===== src/rtl/upload_packer.sv =====
// Upload packer: gathers a handler's upload byte burst into a payload buffer and
// streams it to CDC TX as AA 44 src len_hi len_lo payload checksum.
module upload_packer #(
    parameter int unsigned MAX_PAYLOAD = 64,
    parameter logic [7:0]  HDR0        = 8'hAA,
    parameter logic [7:0]  HDR1        = 8'h44
) (
    input  logic       clk,
    input  logic       rst_n,
    input  logic       upload_active,
    input  logic       upload_req,
    input  logic [7:0] upload_data,
    input  logic [7:0] upload_source,
    input  logic       upload_valid,
    output logic       upload_ready,
    output logic [7:0] out_data,
    output logic       out_valid,
    input  logic       out_ready,
    output logic       busy
);

    localparam int unsigned PTR_W = $clog2(MAX_PAYLOAD) + 1;
    localparam int unsigned IDX_W = PTR_W - 1;
    localparam logic [PTR_W-1:0] MAX_CNT = PTR_W'(MAX_PAYLOAD);

    typedef enum logic [3:0] {
        S_IDLE,
        S_COLLECT,
        S_HDR0,
        S_HDR1,
        S_SRC,
        S_LENH,
        S_LENL,
        S_DATA,
        S_CSUM
    } state_t;

    state_t           state_q;
    logic [PTR_W-1:0] count_q;
    logic [PTR_W-1:0] rd_ptr_q;
    logic [7:0]       src_q;
    logic [7:0]       csum_q;
    logic [7:0]       out_data_q;
    logic             out_valid_q;
    logic             ready_q;
    logic [7:0]       buf_q [MAX_PAYLOAD];

    logic             strobe;
    logic             src_mismatch;
    logic             take;
    logic             collect_flush;
    logic             out_fire;
    logic             last_data;
    logic [PTR_W-1:0] count_inc;
    logic [PTR_W-1:0] len_next;
    logic [PTR_W-1:0] rd_next;
    logic [15:0]      flush_len;
    logic [15:0]      len16;
    logic [7:0]       take_byte;

    // A byte from a different source must not be taken into the current packet,
    // so the registered ready is masked by the live source comparison.
    assign strobe       = upload_req | upload_valid;
    assign src_mismatch = (state_q == S_COLLECT) && strobe && (upload_source != src_q);
    assign upload_ready = ready_q && !src_mismatch;
    assign take         = strobe && upload_ready;
    assign out_data     = out_data_q;
    assign out_valid    = out_valid_q;
    assign busy         = (state_q != S_IDLE);

    always_comb begin
        count_inc     = count_q + 1'b1;
        len_next      = take ? count_inc : count_q;
        flush_len     = 16'(len_next);
        len16         = 16'(count_q);
        take_byte     = take ? upload_data : 8'h00;
        rd_next       = rd_ptr_q + 1'b1;
        last_data     = (rd_ptr_q == count_q - 1'b1);
        out_fire      = out_valid_q && out_ready;
        collect_flush = (state_q == S_COLLECT) &&
                        (src_mismatch || !upload_active || (take && count_inc == MAX_CNT));
    end

    // Payload storage holds data only and is never reset; count_q bounds what is read.
    always_ff @(posedge clk) begin
        if (take) begin
            buf_q[count_q[IDX_W-1:0]] <= upload_data;
        end
    end

    always_ff @(posedge clk) begin
        if (!rst_n) begin
            state_q     <= S_IDLE;
            count_q     <= '0;
            rd_ptr_q    <= '0;
            src_q       <= 8'h00;
            csum_q      <= 8'h00;
            out_data_q  <= 8'h00;
            out_valid_q <= 1'b0;
            ready_q     <= 1'b0;
        end else begin
            case (state_q)
                S_IDLE: begin
                    ready_q <= 1'b1;
                    if (take) begin
                        src_q   <= upload_source;
                        count_q <= {{(PTR_W-1){1'b0}}, 1'b1};
                        csum_q  <= upload_data;
                        state_q <= S_COLLECT;
                    end
                end
                S_COLLECT: begin
                    if (take) begin
                        count_q <= count_inc;
                    end
                    // Source and length join the running sum once the length is final.
                    if (collect_flush) begin
                        csum_q      <= csum_q + take_byte + src_q + flush_len[15:8] + flush_len[7:0];
                        ready_q     <= 1'b0;
                        out_valid_q <= 1'b1;
                        out_data_q  <= HDR0;
                        state_q     <= S_HDR0;
                    end else begin
                        csum_q  <= csum_q + take_byte;
                        ready_q <= 1'b1;
                    end
                end
                S_HDR0: begin
                    if (out_fire) begin
                        out_data_q <= HDR1;
                        state_q    <= S_HDR1;
                    end
                end
                S_HDR1: begin
                    if (out_fire) begin
                        out_data_q <= src_q;
                        state_q    <= S_SRC;
                    end
                end
                S_SRC: begin
                    if (out_fire) begin
                        out_data_q <= len16[15:8];
                        state_q    <= S_LENH;
                    end
                end
                S_LENH: begin
                    if (out_fire) begin
                        out_data_q <= len16[7:0];
                        state_q    <= S_LENL;
                    end
                end
                S_LENL: begin
                    if (out_fire) begin
                        rd_ptr_q   <= '0;
                        out_data_q <= buf_q[0];
                        state_q    <= S_DATA;
                    end
                end
                S_DATA: begin
                    if (out_fire) begin
                        if (last_data) begin
                            out_data_q <= csum_q;
                            state_q    <= S_CSUM;
                        end else begin
                            rd_ptr_q   <= rd_next;
                            out_data_q <= buf_q[rd_next[IDX_W-1:0]];
                        end
                    end
                end
                S_CSUM: begin
                    if (out_fire) begin
                        out_valid_q <= 1'b0;
                        out_data_q  <= 8'h00;
                        count_q     <= '0;
                        rd_ptr_q    <= '0;
                        csum_q      <= 8'h00;
                        ready_q     <= 1'b1;
                        state_q     <= S_IDLE;
                    end
                end
                default: begin
                    out_valid_q <= 1'b0;
                    ready_q     <= 1'b0;
                    state_q     <= S_IDLE;
                end
            endcase
        end
    end

endmodule


===== config.mk =====
export PLATFORM = sky130hd
export DESIGN_NAME = upload_packer
export DESIGN_NICKNAME = d
export VERILOG_FILES = /design/src/rtl/upload_packer.sv
export SDC_FILE = /design/constraint.sdc
export NUM_CORES = 1
export LEC_CHECK = 0
export ABC_AREA = 1
export CAP_MARGIN = 0
export CORE_AREA = 10 10 214 216
export DETAILED_ROUTE_END_ITERATION = 7
export DIE_AREA = 0 0 224 226
export DONT_BUFFER_PORTS = 1
export PLACE_DENSITY_LB_ADDON = 0.12
export SLEW_MARGIN = 0
export SYNTH_ARGS = -nofsm -noshare
export SYNTH_HDL_FRONTEND = slang
export SYNTH_SLANG_ARGS = --single-unit

===== constraint.sdc =====
create_clock -name clk -period 5.4 [get_ports clk]
set_clock_uncertainty 0.15 [all_clocks]
set_input_delay 0 -clock clk [delete_from_list [all_inputs] [get_ports clk]]
set_output_delay 0 -clock clk [all_outputs]
set_load 0.02 [all_outputs]

# [Word-level counts from Yosys, hierarchy flattened]
# Memories as Yosys holds them, arrays and structs flattened.
# Index checks and enable logic that the tools add are counted.
[totals] ram_bits=512 memories=1 wordCells=108 register_bits=44
[memory_table] memory="buf_q" depth=64 width=8 rd=2 rd_clocked_by_memory_dff=0 write_ports=1 line="46" rtl="logic [7:0] buf_q [MAX_PAYLOAD];"
[op_classes] bitwise=3 eq_ne=24 n_addsub=6 n_reduce_logical=27 muxes=39
[ops] operator="2-to-1 mux 8 bit" n=11
[ops] operator="case mux 8 bit (7 select lines)" n=1
[ops] operator="2-to-1 mux 4 bit" n=10
[ops] operator="case mux 4 bit (9 select lines)" n=1
[ops] operator="2-to-1 mux 7 bit" n=5
[ops] operator="case mux 8 bit (3 select lines)" n=1
[ops] operator="!= test 2 bit (second input constant)" n=11
[ops] operator="case mux 7 bit (3 select lines)" n=1
[ops] operator="adder 8 bit" n=2
[ops] operator="== test 4 x 3 -> 1 bit (second input constant)" n=4
[ops] operator="adder 7 x 1 -> 7 bit (second input constant)" n=2
[ops] operator="case mux 7 bit (2 select lines)" n=1
[ops] operator="AND reduction 10 bit" n=1
[ops] operator="adder 8 x 7 -> 8 bit" n=1
[ops] operator="== test 4 x 2 -> 1 bit (second input constant)" n=2
[ops] operator="!= test 8 bit" n=1
[ops] operator="AND reduction 8 bit" n=1
[ops] operator="== test 7 bit" n=1
[ops] operator="== test 7 bit (second input constant)" n=1
[ops] operator="logical AND 1 bit" n=7
[ops] operator="nonzero test 7 bit" n=1
[ops] operator="OR reduction 7 bit" n=1
[ops] operator="subtractor 7 x 1 -> 7 bit (second input constant)" n=1
[ops] operator="2-to-1 mux 1 bit" n=6
[ops] operator="other kinds (18)" n=25

# [Logic depth before layout (Yosys ltp)]
# Gate-level depths: netlist of the first run.
[depth] ltp_word=12 depth_mapped=31 depth_no_buf=30

# [Worst setup path after synthesis of the first run]
# Ideal clock, no wire load.
[synth_path] path_type="register to register" from="register src_q[1]" to="register csum_q[7]" period_less_slack_ns=4.525 stages_incl_launch_ff=32 setup_time_ns=0.119 arrival_ns=4.256 setup_slack_ns=0.875 path_buffers=2 path_cell_list="dfxtp_1 inv_1 nand2_1 nand2_1 nand2_1 nor2_1 nand2_1 nand2_1 nand3_2 buf_2 buf_1 nor2_1 ha_1 inv_1 fa_1 o21ai_0 xor2_1 inv_1 fa_1 inv_1 ha_1 a21oi_1 nand2_1 nand2_1 nand2_1 a21oi_1 nand2_1 nand2_1 a21boi_0 nand3_1 nand3_1 a21oi_1"
[synth_via] elab_chain_len=11 word_cells_on_any_way=18
[synth_lines] item="start: declaration" line="41" rtl="logic [7:0] src_q;"
[synth_lines] item="start signal: assignment" line="106" rtl="src_q <= upload_source;"
[synth_lines] item="!= test 8 bit" line="64" rtl="assign src_mismatch = (state_q == S_COLLECT) && strobe && (upload_source != src_q);"
[synth_lines] item="logical AND 1 bit" line="64"
[synth_lines] item="logical NOT 1 bit" line="65" rtl="assign upload_ready = ready_q && !src_mismatch;"
[synth_lines] item="logical AND 1 bit" line="65"
[synth_lines] item="logical AND 1 bit" line="66" rtl="assign take = strobe && upload_ready;"
[synth_lines] item="2-to-1 mux 8 bit" line="76" rtl="take_byte = take ? upload_data : 8'h00;"
[synth_lines] item="adder 8 bit" line="118, 124"
[synth_lines] item="adder 8 bit" line="118" rtl="csum_q <= csum_q + take_byte + src_q + flush_len[15:8] + flush_len[7:0];"
[synth_lines] item="adder 8 x 7 -> 8 bit" line="118"
[synth_lines] item="2-to-1 mux 8 bit" line="117" rtl="if (collect_flush) begin"
[synth_lines] item="case mux 8 bit (3 select lines)" line="102" rtl="case (state_q)"
[synth_lines] item="end signal: assignment" line="108" rtl="csum_q <= upload_data;"
[synth_lines] item="end signal: assignment" line="118"
[synth_lines] item="end signal: assignment" line="124" rtl="csum_q <= csum_q + take_byte;"
[synth_lines] item="end: declaration" line="42" rtl="logic [7:0] csum_q;"
# Several ways; a longest one is shown, not always the timed one.
# A chain may end at the register's enable or synchronous reset.

# [Worst setup path in the final report of the first run]
[layout_path] from="register src_q[4]" to="register csum_q[7]"
# The elaborated chain is that of the path after synthesis.

==> reports/metrics.yaml, run 1 <==
worst_setup_path:
  cp_max_fo: 3
  cp_slowest_cell: "fa_2"
  worstSetupStartpointType: "flop"
  critPathKind: "reg -> reg"
  crit_path_max_incr_delay_ns: 0.58
  end_kind: "flop"
  critPathArrivalTime_ns: 5.33
  crit_top_cell: "nand2_1"
  reg2reg_setup_slack_ns: 0.42
  path_delay_family: "adder cells"
  crit_buf_inv: 6
  cp.required_ns: 5.75
clock_tree:
  clk_pin_slew_ns: 0.06
  clk_latency_ns: 0.62
  cts_root_buffer: "clkbuf_16"
  numCtsBuffers: 55
  htree_num_levels: 2
  cts_sinks: 556
  cts_max_path_buffers: 3
  cts_tree: "built"
outcome:
  outcome: "finished, final reports clean"
sta:
  tightest_slew_ns: 1.046
  period_minus_slack_ns: 4.980
  final_hold_viol_count: 0
  fmax_ghz: 0.2008
  timing.final.crit_share: 0.9223
  setup_tns_ns: 0
  setup_slack_ns: 0.4195
  setup_viol: 0
  slew_viol_final: 0
  max_slew_margin: 0.3002
  rsz0062_at_grt: "false"
  whs_ns: 0.08364
synthesis:
  syn_nets: 2364
  synthCells: 2316
  synthAdderAreaFrac: 0.01601
  yosys_register_bits: 556
  synth_top_family_by_area: "simple AND/OR/NAND/NOR gates"
  synth_cell_types: 49
  synth_compound_area_frac: 0.04422
  synth-simple-area-share: 0.2255
  ys.flop_type: "edfxtp_1"
  synth-edff-count: 512
  synth_xor_area_frac: 0.01020
  syn_avg_cell_area_um2: 10.59
  synth_warnings: 0
  synthArstFlopShare: 0
  muxShareOfSynthArea: 0
  synth-seq-area-share: 0.6626
  synthesis.area_um2: 24530
power_and_ir_drop:
  power_density_nw_per_um2: 370.1
  p_sw_mw: 2.758
  sw_frac_of_total: 0.2753
  internal-power_mw: 7.260
  leakage_nw: 9.782
  peakVddDrop_mv: 0.2917
  pwr-share-comb: 0.151
  seqPwrFrac: 0.491
  clkPwrFrac: 0.357
route:
  post_drt_via_cell_ratio: 6.003
  drt-total-wl_um: 64370
  drc: 0
  drtAntennaViolNets: 0
  post_drt_wl_per_cell_um: 22.26
  vias: 17360
  first_iter_violations: 2223
  drt-pass1-iter-count: 6
grt:
  grt_pass1_vias: 16210
  grt_antenna_before_repair: 3
  grt_pass1_wl_um: 97860
  grt_usage: 0.2523
  grt_max_degree: 117
  grt-ovfl-total: 0
placement:
  port_buffers: 0
  dp_hpwl_um: 37960
  pre_cts_ws_ns: 0.7426
  gp_congestion: 0.9553
layout:
  nNetsFinal: 2353
  n_fill_cell: 3231
  syn2layout_area_growth_pct: 10.35
  drive_above_1_share: 0.06721
die:
  num_io_pins: 33
  dieWidth_um: 224
  core-area_um2: 41570
  dieArea_um2: 50620
  die_h_um: 226
  core.rowCount: 75
  start_util: 0.5901
flow_run:
  cap_violations: 0
min_path:
  hold_class: "in -> reg"
## flip-flops by register name, summed over array words and instances (netlist names)
register and cells:
state_q 4, csum_q 8, rd_ptr_q 7, out_valid 1, buf_q 512, ready_q 1, out_data 8, src_q 8
count_q 7
## power groups by stage
stage | sequential (mW) | clock [mW] | combinational [mW]
5_1_grt | 4.93 | 3.77 | 1.68
6_report | 4.92 | 3.58 | 1.51
2_1_floorplan | 4.97 | 0 | 1.04
3_5_place_dp | 5.01 | 0 | 1.34
3_3_place_gp | 5.01 | 0 | 1.33
4_1_cts | 4.92 | 3.61 | 1.47
## worst paths after layout
| check | start | end | cells past startpoint |
|---|---|---|---|
| max | src_q[4]$_SDFFE_PN0P_ | csum_q[7]$_SDFFE_PN0P_ | 30 |
| max reg2reg | src_q[4]$_SDFFE_PN0P_ | csum_q[7]$_SDFFE_PN0P_ | 30 |
| min | upload_source[2] | src_q[2]$_SDFFE_PN0P_ | 3 |
| min reg2reg | src_q[7]$_SDFFE_PN0P_ | src_q[7]$_SDFFE_PN0P_ | 2 |
## layout make-up
type                       count  area (um2)  area share
sequential                   556       16260      0.6007
tap                          539       674.4     0.02491
clock inverter                32       211.5    0.007811
clock buffer                  71        1436     0.05306
timing repair buffer          56       708.2     0.02616
antenna                        2       5.005   0.0001849
inverter                     120       459.2     0.01696
multi-input combinational   1516        7315      0.2702
## worst min-delay path, delay by kind of cell
| kind | cells | cell delay (ns) |
|---|---|---|
| compound gates | 2 | 0.22 |
| buf+inv | 1 | 0.59 |
## Yosys cell counts (6+ instances only)
master	n	area (um2)
fa_1	9	180.2
buf_1	17	63.81
nand3_1	469	2347
nor2_1	130	488.0
inv_1	105	394.1
nand4_1	7	43.79
nand2_1	617	2316
ha_1	17	212.7
dfxtp_1	44	880.8
or2_2	6	37.54
edfxtp_1	512	15370
o21ai_0	60	300.3
o22ai_1	11	68.82
buf_2	55	275.3
nor3_1	14	70.07
xor2_1	15	131.4
xnor2_1	8	70.07
a21oi_1	92	460.4
inv_2	13	48.80
a22oi_1	10	75.07
clkbuf_1	46	172.7
## cells in the final DEF, fill, tap and decap left out, drive strengths merged
| cell | count |
|---|---|
| clkbuf | 71 |
| a21boi | 4 |
| dlygate4sd3 | 31 |
| diode | 2 |
| or2 | 6 |
| nand3 | 475 |
| nand4 | 7 |
| nor2 | 137 |
| clkinv | 28 |
| nor3 | 14 |
| a31oi | 3 |
| fa | 9 |
| nand2 | 625 |
| xnor2 | 9 |
| o221ai | 1 |
| a21oi | 94 |
| o211ai | 2 |
| a22oi | 10 |
| nor4 | 1 |
| o22ai | 11 |
| edfxtp | 512 |
| dfxtp | 44 |
| o21bai | 1 |
| xor2 | 17 |
| buf | 25 |
| clkinvlp | 2 |
| o211a | 1 |
| bufinv | 2 |
| o2111ai | 1 |
| ha | 17 |
| inv | 120 |
| nand3b | 2 |
| o21ai | 65 |
| or3 | 1 |
| a21o | 3 |
## metal layers
metal,vias to the layer above,wire length [um],track usage
met4,0,1919,0.08183
met5,-,0,0
met2,771,30030,0.3907
met1,8407,26970,0.3541
li1,8069,-,-
met3,113,5455,0.04851
## what timing repair did
action                                 CTS  global route
hold buffers                            39             0
resized for setup                        0            11
buffers inserted                         0             0
setup endpoints to repair                0             2
endpoints found under the hold margin  556             0
## through the flow
step | cell area, um2 | std cells | util | power [mW]
after global routing | 27070 | 2892 | 0.6512 | 10.39
after floorplan | 24530 | 2316 | - | 6.006
after global placement | 24860 | 2748 | 0.5981 | 6.331
after detailed placement | 24860 | 2748 | 0.5981 | 6.352
final | 27070 | 2892 | 0.6512 | 10.02
after CTS | 27040 | 2890 | 0.6505 | 9.998
## cell families (layout without fill, tap and decap cells)
kind of cell / Yosys count / count (layout)
DFF: 556 / 556
other: 0 / 2
and+or+nand+nor: 1268 / 1268
adders and majority gates: 26 / 26
AOI/OAI and AO/OA: 196 / 196
buffers and inverters: 244 / 279
xor gates and xnor gates: 26 / 26
Power figures use the tool's default switching activity.
==> inputs of run 2 (changes only) <==
--- a/config.mk
+++ b/config.mk
@@ -7,9 +7,9 @@
 export LEC_CHECK = 0
 export ABC_AREA = 1
 export CAP_MARGIN = 0
-export CORE_AREA = 10 10 214 216
+export CORE_AREA = 10 10 297 156
 export DETAILED_ROUTE_END_ITERATION = 7
-export DIE_AREA = 0 0 224 226
+export DIE_AREA = 0 0 307 166
 export DONT_BUFFER_PORTS = 1
 export PLACE_DENSITY_LB_ADDON = 0.12
 export SLEW_MARGIN = 0
==> run 2 against run 1 <==
Net effect:
- via count up 1.5%
- hold slack got worse by 0.067 ns
- die area up 0.67%
- sequential power about the same
- worst setup slack worse by 0.045 ns
- clock-buffer cell count down 11
- combinational power is 11% higher
- first-iteration DRC count grew 27%
- total power fell by 0.95%
- sequential share of layout area up 0.41 points
==> reports/metrics.yaml, run 2 (synthesis results as in run 1) <==
worst_setup_path:
  cp_max_fo: 21
  worstSetupStartpointType: "flop"
  critPathKind: "reg -> reg"
  end_kind: "flop"
  crit_buf_inv: 6
  crit_cells: 29
  crit_top_cell: "nand2_1"
  critPathArrivalTime_ns: 5.35
  cp.required_ns: 5.72
  path_delay_family: "simple AND/OR/NAND/NOR gates"
  worstRegToRegCells: 29
  crit_path_max_incr_delay_ns: 0.51
  cp_slowest_cell: "fa_1"
route:
  vias: 17630
  post_drt_via_cell_ratio: 6.103
  post_drt_wl_per_cell_um: 23.74
  drt-total-wl_um: 68570
  drc: 0
  drt-pass1-iter-count: 6
  drtAntennaViolNets: 0
  first_iter_violations: 2834
min_path:
  min_path_cells: 3
  hold_class: "in -> reg"
die:
  dieArea_um2: 50960
  start_util: 0.5938
  num_io_pins: 33
  die_h_um: 166
  core.rowCount: 53
  core-area_um2: 41310
  dieWidth_um: 307
grt:
  grt_pass1_vias: 15950
  grt_max_degree: 173
  grt_usage: 0.2641
  grt_antenna_before_repair: 3
  grt-ovfl-total: 0
  grt_pass1_wl_um: 103000
layout:
  multiInputGateArea_um2: 7302
  n_antenna_cell: 0
  layout_commonest_cell: "nand2_1"
  largest_reg_flops: 512
  drive_above_1_share: 0.06630
  syn2layout_area_growth_pct: 9.594
  seq_area_um2: 16260
  nNetsFinal: 2346
  final_cell_mix: "616 x nand2_1, 512 x edfxtp_1, 469 x nand3_1"
  final_design_area_no_fill_um2: 26890
  n_fill_cell: 3235
clock_tree:
  clk_latency_ns: 0.59
  clk_pin_slew_ns: 0.07
  numCtsBuffers: 48
  cts_max_path_buffers: 3
  htree_num_levels: 2
  cts_tree: "built"
  postCtsSetupRepairBufs: 0
  cts_sinks: 556
  cts_root_buffer: "clkbuf_16"
flow_run:
  cap_violations: 0
outcome:
  outcome: "finished, final reports clean"
sta:
  setup_tns_ns: 0
  rsz0062_at_grt: "false"
  timing.final.crit_share: 0.9307
  max_slew_margin: 0.2400
  slew_viol_final: 0
  fmax_ghz: 0.1990
  period_minus_slack_ns: 5.026
  tightest_slew_ns: 1.140
  final_hold_viol_count: 0
  setup_viol: 0
placement:
  post_dp_cell_area_um2: 24950
  gp_congestion: 0.9848
  port_buffers: 0
  dp_hpwl_um: 43220
power_and_ir_drop:
  leakage_nw: 9.712
  peakVddDrop_mv: 0.2690
  p_total_mw: 9.923
  power_density_nw_per_um2: 369.1
run 2: cell count changes in the layout (fill, tap and decap cells not counted), sizes merged:
cell,delta
dlygate4sd3,-8
clkinv,-2
diode,-2
buf,+8
clkbuf,-11
run 2: worst register-to-register path, delay by kind of cell, from the launching register on:
kind,cells,cell delay (ns)
adder cells (fa/ha/maj),3,1.09
flip-flops,1,0.43
AO/OA/AOI/OAI,6,1.00
buffers and inverters,6,0.59
AND/OR/NAND/NOR,13,1.39
XOR/XNOR,1,0.28
run 2: worst paths after layout:
kind / startpoint / slack (ns) / endpoint
max: state_q[0]$_SDFFE_PN0P_ / 0.37 / csum_q[7]$_SDFFE_PN0P_
min: upload_source[0] / 0.02 / src_q[0]$_SDFFE_PN0P_
max reg2reg: state_q[0]$_SDFFE_PN0P_ / 0.37 / csum_q[7]$_SDFFE_PN0P_
min reg2reg: src_q[0]$_SDFFE_PN0P_ / 0.38 / src_q[0]$_SDFFE_PN0P_
run 2: cell type report:
| type | instances | area share |
|---|---|---|
| sequential | 556 | 0.6048 |
| multi-input combinational | 1516 | 0.2716 |
| clock buffer | 60 | 0.04635 |
| timing repair buffer | 56 | 0.02620 |
| tap | 550 | 0.02560 |
| inverter | 120 | 0.01717 |
| clock inverter | 30 | 0.008284 |
run 2: power by group:
part	leakage [nW]	switching (mW)	internal (mW)
Combinational	4.03	1.18	0.492
Sequential	4.96	0.119	4.80
Clock	0.715	1.58	1.75
Total	9.71	2.88	7.04
run 2: per-layer routing:
metal  global-route usage  vias up  wire [um]
li1                     -     8034          -
met1               0.4349     8521      32030
met2               0.3285      986      25980
met3              0.09075       80       9747
met4              0.03824        4        768
met5                    0        -         50
run 2: timing repair:
action                                 4_1_cts  5_1_grt
setup endpoints to repair                    0        1
hold buffers                                31        0
gates resized for setup                      0        6
endpoints found under the hold margin      556        0
run 2: metrics by stage:
step,setup slack (ns),hold slack [ns],util,instances
6_report,0.3741,0.01655,0.6508,2888
5_1_grt,0.01387,0.01934,0.6508,2888
4_1_cts,0.2206,0.006974,0.6503,2888
3_5_place_dp,0.2818,-0.04639,0.6039,2767
3_3_place_gp,0.4025,-0.04525,0.6039,2767
2_1_floorplan,0.8749,-0.05113,-,2316
==> inputs of run 3 (changes only) <==
--- a/config.mk
+++ b/config.mk
@@ -7,9 +7,10 @@
 export LEC_CHECK = 0
 export ABC_AREA = 1
 export CAP_MARGIN = 0
-export CORE_AREA = 10 10 297 156
+export CORE_AREA = 10 10 288 152
+export CTS_CLUSTER_DIAMETER = 150
 export DETAILED_ROUTE_END_ITERATION = 7
-export DIE_AREA = 0 0 307 166
+export DIE_AREA = 0 0 298 162
 export DONT_BUFFER_PORTS = 1
 export PLACE_DENSITY_LB_ADDON = 0.12
 export SLEW_MARGIN = 0
==> run 3 against run 2 <==
Net effect:
- critical path depth stayed put
- register-to-register slack better by 0.24 ns
- clock-buffer cell count is 4 lower
- via count is 0.70% lower
- largest cell class unchanged
- worst setup slack better by 0.24 ns
- global-route usage is 0.12 points higher
- first-iteration DRC count is 16% lower
- clock power is 2% lower
==> reports/metrics.yaml, run 3 (synthesis results as in run 1) <==
die:
  die_h_um: 162
  core.rowCount: 51
  num_io_pins: 33
  dieArea_um2: 48280
  dieWidth_um: 298
  core-area_um2: 38540
  start_util: 0.6365
sta:
  fmax_ghz: 0.2090
  setup_tns_ns: 0
  max_slew_margin: 0.1900
  rsz0062_at_grt: "false"
  final_hold_viol_count: 0
  timing.final.crit_share: 0.8860
  slew_viol_final: 0
  period_minus_slack_ns: 4.784
  setup_viol: 0
  tightest_slew_ns: 1.208
layout:
  final_core_util: 0.6938
  syn2layout_area_growth_pct: 9.002
  nNetsFinal: 2339
  n_antenna_cell: 0
  layout_commonest_cell: "nand2_1"
  largest_reg_flops: 512
  final_cell_mix: "617 x nand2_1, 512 x edfxtp_1, 469 x nand3_1"
  final_design_area_no_fill_um2: 26740
  n_fill_cell: 2851
  drive_above_1_share: 0.06323
worst_setup_path:
  critPathKind: "reg -> reg"
  crit_top_cell: "nand2_1"
  crit_path_max_incr_delay_ns: 0.50
  cp_max_fo: 21
  crit_buf_inv: 5
  end_kind: "flop"
  cp_slowest_cell: "fa_1"
  cp.required_ns: 5.71
  critPathArrivalTime_ns: 5.09
  worstSetupStartpointType: "flop"
  path_delay_family: "adder cells"
grt:
  grt_antenna_before_repair: 1
  grt_usage: 0.2653
  grt-ovfl-total: 0
  grt_pass1_wl_um: 99220
  grt_max_degree: 146
  grt_pass1_vias: 16270
flow_run:
  cap_violations: 0
clock_tree:
  clk_latency_ns: 0.58
  postCtsHoldBufs: 29
  cts_sinks: 556
  cts_tree: "built"
  htree_num_levels: 2
  clk_pin_slew_ns: 0.07
  cts_root_buffer: "clkbuf_16"
  numCtsBuffers: 48
  post_cts_resized: 0
  postCtsSetupRepairBufs: 0
  cts_max_path_buffers: 3
power_and_ir_drop:
  power_density_nw_per_um2: 360.9
  peakVddDrop_mv: 0.2354
  leakage_nw: 9.666
min_path:
  hold_class: "in -> reg"
route:
  post_drt_via_cell_ratio: 6.130
  post_drt_wl_per_cell_um: 22.78
  first_iter_violations: 2367
  drt-total-wl_um: 65040
  drt-pass1-iter-count: 6
  drc: 0
  vias: 17500
  drtAntennaViolNets: 0
outcome:
  outcome: "finished, final reports clean"
placement:
  port_buffers: 0
  dp_hpwl_um: 38620
  gp_congestion: 0.9383
  post_dp_cell_area_um2: 24900
## run 3: worst register-to-register path: cells and delay by family (launching register included)
kind                       cells  cell delay (ns)
buffers and inverters          5             0.62
DFF                            1             0.32
AOI/OAI and AO/OA              5             0.87
and+or+nand+nor               15             1.23
adders and majority gates      3             1.25
xor gates and xnor gates       1             0.23
## run 3: routing by layer
metal,global-route usage,vias up,share of wire
met5,0,-,0.00020
met4,0.07097,2,0.025
met3,0.05878,123,0.12
met2,0.3905,1033,0.43
met1,0.3940,8336,0.42
li1,-,8008,-
## run 3: power breakdown
group | switching [mW] | internal (mW)
logic | 1.02 | 0.461
registers | 0.115 | 4.80
clock network | 1.55 | 1.71
## run 3: worst paths after layout
check             cells after the start                endpoint  slack, ns                   start
setup / recovery                     29  csum_q[7]$_SDFFE_PN0P_       0.62   src_q[5]$_SDFFE_PN0P_
hold / removal                        3   src_q[5]$_SDFFE_PN0P_       0.02        upload_source[5]
setup reg to reg                     29  csum_q[7]$_SDFFE_PN0P_       0.62   src_q[5]$_SDFFE_PN0P_
hold reg to reg                       2  csum_q[6]$_SDFFE_PN0P_       0.36  csum_q[6]$_SDFFE_PN0P_
## run 3: stage by stage
stage	hold slack [ns]	setup WS (ns)	total power [mW]	instances
after floorplan	-0.05113	0.8749	6.006	2316
after global routing	0.03480	0.2803	9.991	2855
after detailed placement	-0.04590	0.7218	6.342	2742
after global placement	-0.04541	0.8216	6.319	2742
after CTS	0.006448	0.6939	9.616	2855
final	0.01581	0.6157	9.651	2855
## run 3: cell type report
cell class / instances / area, um2 / area share
tap: 530 / 663.1 / 0.02480
timing repair buffer: 49 / 643.1 / 0.02405
clock inverter: 28 / 162.7 / 0.006083
sequential: 556 / 16260 / 0.6080
multi-input combinational: 1516 / 7298 / 0.2729
inverter: 120 / 461.7 / 0.01727
clock buffer: 56 / 1252 / 0.04684
